<file path="src/rtl/norm32_seq.sv">
// Sequential 32-bit normalizer: shifts left by 2 or 1 per cycle until normalized, reporting clz/cls.
// Optional macro NORM_SHIFT4_EN adds a highest-priority 4-bit step (same results, lower latency).
module norm32_seq #(
    parameter int WIDTH = 32,
    parameter int CW    = 6
) (
    input  logic             clk,
    input  logic             rst_n,
    input  logic             start,
    input  logic [WIDTH-1:0] in,
    input  logic             signmode,
    output logic [WIDTH-1:0] out,
    output logic [CW-1:0]    count,
    output logic             zero,
    output logic             busy,
    output logic             done
);

    typedef enum logic {
        IDLE,
        SHIFT
    } state_t;

    localparam int MSB = WIDTH - 1;

    state_t           state_q;
    logic [WIDTH-1:0] acc_q;
    logic [CW-1:0]    cnt_q;
    logic             mode_q;
    logic             zpend_q;
    logic [WIDTH-1:0] out_q;
    logic [CW-1:0]    count_q;
    logic             zero_q;
    logic             busy_q;
    logic             done_q;

    logic [2:0]       step_d;
    int unsigned      cnt_w;

    // Step selection; the count caps keep zero-filled bits from ever being examined.
    always_comb begin
        step_d = '0;
        cnt_w  = 32'(cnt_q);
        if (!mode_q) begin
`ifdef NORM_SHIFT4_EN
            if (acc_q[MSB -: 4] == '0 && cnt_w + 4 <= WIDTH)
                step_d = 3'd4;
            else
`endif
            if (acc_q[MSB -: 2] == '0 && cnt_w + 2 <= WIDTH)
                step_d = 3'd2;
            else if (!acc_q[MSB] && cnt_w + 1 <= WIDTH)
                step_d = 3'd1;
        end else begin
`ifdef NORM_SHIFT4_EN
            if ((acc_q[MSB -: 5] == '0 || acc_q[MSB -: 5] == '1) && cnt_w + 4 <= WIDTH - 1)
                step_d = 3'd4;
            else
`endif
            if ((acc_q[MSB -: 3] == '0 || acc_q[MSB -: 3] == '1) && cnt_w + 2 <= WIDTH - 1)
                step_d = 3'd2;
            else if (acc_q[MSB] == acc_q[MSB-1] && cnt_w + 1 <= WIDTH - 1)
                step_d = 3'd1;
        end
    end

    always_ff @(posedge clk or negedge rst_n) begin
        if (!rst_n) begin
            state_q <= IDLE;
            acc_q   <= '0;
            cnt_q   <= '0;
            mode_q  <= 1'b0;
            zpend_q <= 1'b0;
            out_q   <= '0;
            count_q <= '0;
            zero_q  <= 1'b0;
            busy_q  <= 1'b0;
            done_q  <= 1'b0;
        end else begin
            done_q <= 1'b0;
            case (state_q)
                IDLE: begin
                    if (start) begin
                        acc_q   <= in;
                        cnt_q   <= '0;
                        mode_q  <= signmode;
                        zpend_q <= (in == '0);
                        busy_q  <= 1'b1;
                        state_q <= SHIFT;
                    end
                end
                SHIFT: begin
                    if (step_d != '0) begin
                        acc_q <= acc_q << step_d;
                        cnt_q <= cnt_q + CW'(step_d);
                    end else begin
                        // zero is held with out/count and only updated alongside them
                        out_q   <= acc_q;
                        count_q <= cnt_q;
                        zero_q  <= zpend_q;
                        done_q  <= 1'b1;
                        busy_q  <= 1'b0;
                        state_q <= IDLE;
                    end
                end
                default: state_q <= IDLE;
            endcase
        end
    end

    assign out   = out_q;
    assign count = count_q;
    assign zero  = zero_q;
    assign busy  = busy_q;
    assign done  = done_q;

endmodule

</file>
<file path="config.mk">
export PLATFORM = sky130hd
export DESIGN_NAME = norm32_seq
export DESIGN_NICKNAME = d
export VERILOG_FILES = /design/src/rtl/norm32_seq.sv
export SDC_FILE = /design/constraint.sdc
export NUM_CORES = 1
export LEC_CHECK = 0
export CAP_MARGIN = 10
export CORE_ASPECT_RATIO = 1.25
export CORE_MARGIN = 2
export CORE_UTILIZATION = 45
export CTS_CLUSTER_SIZE = 16
export DETAILED_ROUTE_END_ITERATION = 12
export MAX_ROUTING_LAYER = met4
export PLACE_DENSITY = 0.69
export SYNTH_ARGS = -nofsm -noshare
export SYNTH_HDL_FRONTEND = slang
export SYNTH_SLANG_ARGS = --single-unit
</file>
<file path="constraint.sdc">
create_clock -name clk -period 5.1 [get_ports clk]
set_clock_uncertainty 0.15 [all_clocks]
set_input_delay 0.51 -clock clk [delete_from_list [all_inputs] [get_ports clk]]
set_output_delay 0.51 -clock clk [all_outputs]
set_load 0.02 [all_outputs]
</file>
; ---- Word-level counts from Yosys, hierarchy flattened
; Cells that the tools add are included.
; W data, S select, Z words.
[totals]
register_bits = 82
output_inout_bits = 41
input_bits = 36
[classes]
n_bitwise = 2
n_mux = 19
shift = 1
eq_ne = 5
n_reduce_logical = 14
order_cmp = 4
n_addsub = 3
[op_table]
columns = op, count
row1 = $le A32 B6 Y1 const B, 2
row2 = $mux W32, 2
row3 = $pmux W32 S2, 1
row4 = $logic_not A32 Y1, 1
row5 = $shl A32 B3 Y32, 1
row6 = $le A7 B5 Y1 const B, 2
row7 = $mux W6, 2
row8 = $pmux W6 S2, 1
row9 = $mux W1, 8
row10 = $reduce_and A2 Y1, 4
row11 = $add A6 B1 Y7 const B, 1
row12 = $add A6 B2 Y7 const B, 1
row13 = $add A6 B3 Y6, 1
row14 = $logic_and A1 B1 Y1, 4
row15 = $mux W2, 2
row16 = $ne A2 B2 Y1 const B, 2
row17 = $pmux W1 S2, 2
row18 = $eq A3 B3 Y1 const B, 1
row19 = $logic_not A3 Y1, 1
row20 = $mux W3, 1
row21 = $reduce_bool A3 Y1, 1
row22 = $logic_not A2 Y1, 1
row23 = $ne A2 B1 Y1 const B, 1
row24 = $not A1 Y1, 2
row25 = 3 further kinds, 3

; ---- Longest topological paths before layout
[logic_depth]
ltp_word = 9
depth_mapped = 16
mapped_depth_nobuf = 14

; ---- Worst setup path before layout
; Ideal clock, no wire load.
[synth_path]
path_type = register to register
start = reg cnt_q[1]
end = reg cnt_q[5]
setup_ps = 137
required_time_ps = 4813
t_arrival_ps = 2837
period_less_slack_ps = 3124
setup_slack_ps = 1976
path_stages_with_launch = 15
path_cell_list = dfrtp_1 ha_1 xnor2_1 or4_1 o211ai_2 and2_1 buf_4 inv_2 nor2_1 ha_1 a21oi_1 nor2b_1 and4_1 o21ai_0 mux2i_1
[synth_via]
elab_chain_len = 9
word_cells_on_any_way = 21
classes_between = 3 x add/sub / 4 x order compare / 1 x eq/ne / 7 x mux / 6 x reduce/logical
[synth_lines]
columns = element, line_no
row1 = start: declaration, 28  ; logic [CW-1:0] cnt_q;
row2 = start signal: assignment, 95  ; cnt_q <= cnt_q + CW'(step_d);
row3 = $add A6 B1 Y7, "52, 62"
row4 = $le A32 B6 Y1 / $le A7 B5 Y1 (equally long branches), "52, 62"
row5 = "$logic_and A1 B1 Y1, on equally long branches", "52, 62"
row6 = "$mux W1, on equally long branches", "52, 62"
row7 = "$mux W2, on equally long branches", "50, 60"
row8 = $mux W3, 44  ; if (!mode_q) begin
row9 = $add A6 B3 Y6 / $reduce_bool A3 Y1 (equally long branches), "95, 93"
row10 = $mux W6 / $ne A2 B1 Y1 (equally long branches), n/a
row11 = $pmux W6 S2 / $reduce_and A2 Y1 (equally long branches), n/a
; Parallel ways exist; a longest one is shown, timed or not. The select of a mux whose other input is x is not followed.
; A chain may end at the register's enable or synchronous reset.

; ---- Worst setup path after layout
[layout_path]
start = reg cnt_q[2]
end = reg cnt_q[5]
; Same word-level chain as after synthesis.

==> impl_metrics.csv <==
group,metric,value,unit
worst_setup_path,critPathLaunchType,"flip-flop",
synthesis,syn_area_per_cell,9.51,um2
clock_network,clkTransAtPathRegs,60,ps
worst_setup_path,rrSetupSlack,960,ps
synthesis,synth_top_area_share,44.6,%
pwr,p_leak,2.44,nW
worst_setup_path,reg2regPathDepth,15,
timing,finalHoldViolations,0,
timing,tightest_slew,1030,ps
global_routing,antenna_found_initial,0,
global_routing,grt_pass1_vias,4172,
clock_network,clk_latency,350,ps
global_routing,grt_max_degree,83,
layout,layout-drive-gt1-share,9.91,%
floorplanning,die_w,94.5,um
timing,rsz0062_at_grt,"false",
global_routing,grt_overflow,0,
worst_setup_path,crit_start,"cnt_q[2]",
min_path,hold_class,"input pin to async pin",
timing,maxSlewViolCount,0,
synthesis,synth_ff_type,"dfrtp_1",
synthesis,synth-edff-count,0,
clock_network,cts.sinks,82,
synthesis,yosysTopAreaCell,"dfrtp_1",
routing,route.detailed.drc,0,
placement,portBuffers,76,
worst_setup_path,crit_end,"cnt_q[5]",
status,outcome,"finished clean",
routing,via_count,4177,
synthesis,yosys.cell_types.count,48,
synthesis,ys_seq_area_share,44.6,%
clock_network,cts-htree-levels,3,
clock_network,ctsRootBufferMaster,"clkbuf_16",
layout,area_growth,23.9,%
floorplanning,die_h,117,um
layout,fin_cells,674,
routing,routedWlPerCell,20.0,um
worst_setup_path,path_max_fanout,31,
layout,final_net_count,587,
routing,drtIter0Drc,413,
synthesis,syn_area,0.00460,mm2
routing,drt_wl_total,13500,um
clock_network,numCtsBuffers,9,
global_routing,grt.total_usage,26.6,%
floorplanning,core_area,0.0101,mm2
global_routing,grt_pass1_wl,21800,um
timing,setup_viol,0,
worst_setup_path,path_class,"flip-flop to flip-flop",
floorplanning,io_pins,77,
worst_setup_path,cp.required,5160,ps
synthesis,synth_most_common_cell,"dfrtp_1",
clock_network,cts_max_path_buffers,2,
pwr,powerDensity,770,mW/mm2
synthesis,synth_nets,530,
pwr,ir_drop,362,uV
floorplanning,initial_core_util,45.8,%
synthesis,yosysWarnings,0,
clock_network,postCtsSetupBuffers,0,
clock_network,cts_tree,"done",
timing,max_slew_margin,31.2,%
placement,dp_cells,659,
timing,period_minus_slack,4140,ps
worst_setup_path,rr_endpoint,"cnt_q[5]",
job,maxCapViolCount,0,
floorplanning,num_rows,41,
routing,via_per_inst,6.20,
layout,antenna_cells,0,
routing,dr.pass1.iters,5,
worst_setup_path,cp.arrival,4210,ps
clock_network,hold_buffers,0,
placement,routabilityCongestion,0.896,
synthesis,synth_area_leaders,"dfrtp_1 45%, a21oi_1 7.6%, o21ai_0 7.5%, mux2_4 5.9%, a311oi_1 2.9%",
timing,timing.final.crit_share,81.3,%
timing,max_freq,241,MHz
synthesis,ys_seq_elements,82,
clock_network,ctsResizeCount,0,
synthesis,netlist_top_cells_count,"82 x dfrtp_1, 70 x a21oi_1, 69 x o21ai_0",
routing,ant_nets,0,
placement,dp_hpwl,8920,um
synthesis,async_flop_share,100,%
worst_setup_path,reg2reg_from,"cnt_q[2]",
synthesis,netlist_instances,484,
floorplanning,die_area,0.0111,mm2
pwr,power,4.39,mW
worst_setup_path,critPathCaptureType,"flip-flop",
timing,finalSetupTns,0,ps
[where the power goes]
group	leakage (nW)	internal, mW	switching, mW
Clock	0.132	0.353	0.257
Sequential	1.03	0.959	0.233
Combinational	1.28	1.06	1.52
Total	2.44	2.38	2.01
[registers in the layout (all words and copies together) (netlist names)]
| register | cells |
|---|---|
| state_q | 1 |
| count | 6 |
| acc_q | 32 |
| mode_q | 1 |
| zpend_q | 1 |
| busy | 1 |
| done | 1 |
| out | 32 |
| cnt_q | 6 |
| zero | 1 |
[metrics by stage]
stage / hold WS (ps) / utilization (%) / area (um2) / setup slack [ps]
floorplan: 64.4 / - / 4600 / 1980
global placement: 327 / 54.0 / 5430 / 1210
detailed placement: 335 / 54.0 / 5430 / 1030
CTS: 237 / 56.7 / 5700 / 1000
global route: 302 / 56.7 / 5700 / 692
finish: 186 / 56.7 / 5700 / 955
[layer usage]
layer  GRT usage (%)  vias to the layer above  part of all wire [%]  wire length [um]
met2            41.5                      203                    47              6310
li1                -                     1907                     -                 -
met5               -                        -                     0                 0
met4            13.2                        0                   3.9               531
met3            3.65                       48                   6.7               903
met1            34.3                     2019                    43              5740
[worst min-delay path by stage]
stage             from  endpoint  cells past startpoint
2_1_floorplan    rst_n  acc_q[0]                      0
3_3_place_gp   zpend_q   zpend_q                      2
3_5_place_dp   zpend_q   zpend_q                      2
4_1_cts          rst_n    out[1]                      1
5_1_grt          rst_n    out[6]                      1
6_report         rst_n    out[1]                      1
[layout by cell type (no fill, tap or decap), types with 3 or more instances in the layout]
cell type and instances:
dfrtp_1 82, clkdlybuf4s50_1 75, a21oi_1 70, o21ai_0 69
inv_1 34, nand2_1 22, mux2_4 18, a311oi_1 15
o32ai_1 15, buf_4 15, a22o_1 12, ha_1 9
clkbuf_16 9, nor2_1 8, nor4_1 8, a21boi_0 7
mux2i_1 6, nand4_1 6, o211ai_1 6, a211oi_1 6
nor2b_1 5, nand3_1 4, a31oi_1 4, and2_1 3
xor2_1 3
[worst max-delay path: stages, from the launching register on]
cell	delay (ps)
dfrtp_1	560
ha_1	320
xnor2_1	110
or4_1	530
o211ai_2	170
buf_4	330
and2_1	450
buf_4	270
inv_2	110
nor2_1	120
ha_1	190
a21oi_1	80
nor2b_1	150
and4_1	200
o21ai_0	100
mux2i_1	150
[final cells by class]
class | instances | area [um2]
inverters | 36 | 135
multi-input cells | 322 | 2220
flip-flops and latches | 82 | 2050
clock inverters | 2 | 12.5
fillers | 920 | 4350
clock buffers | 13 | 260
well taps | 129 | 161
repair buffers | 90 | 863
[kinds of logic after synthesis]
logic type / after synthesis / synth area share (%)
xor+xnor: 5 / 0.952
flops: 82 / 44.6
fa+ha+maj: 10 / 2.88
mux: 25 / 7.42
simple gates: 65 / 7.45
buf+inv: 80 / 7.37
compound gates: 217 / 29.4
Note: power is estimated with default switching activity, not from simulation.
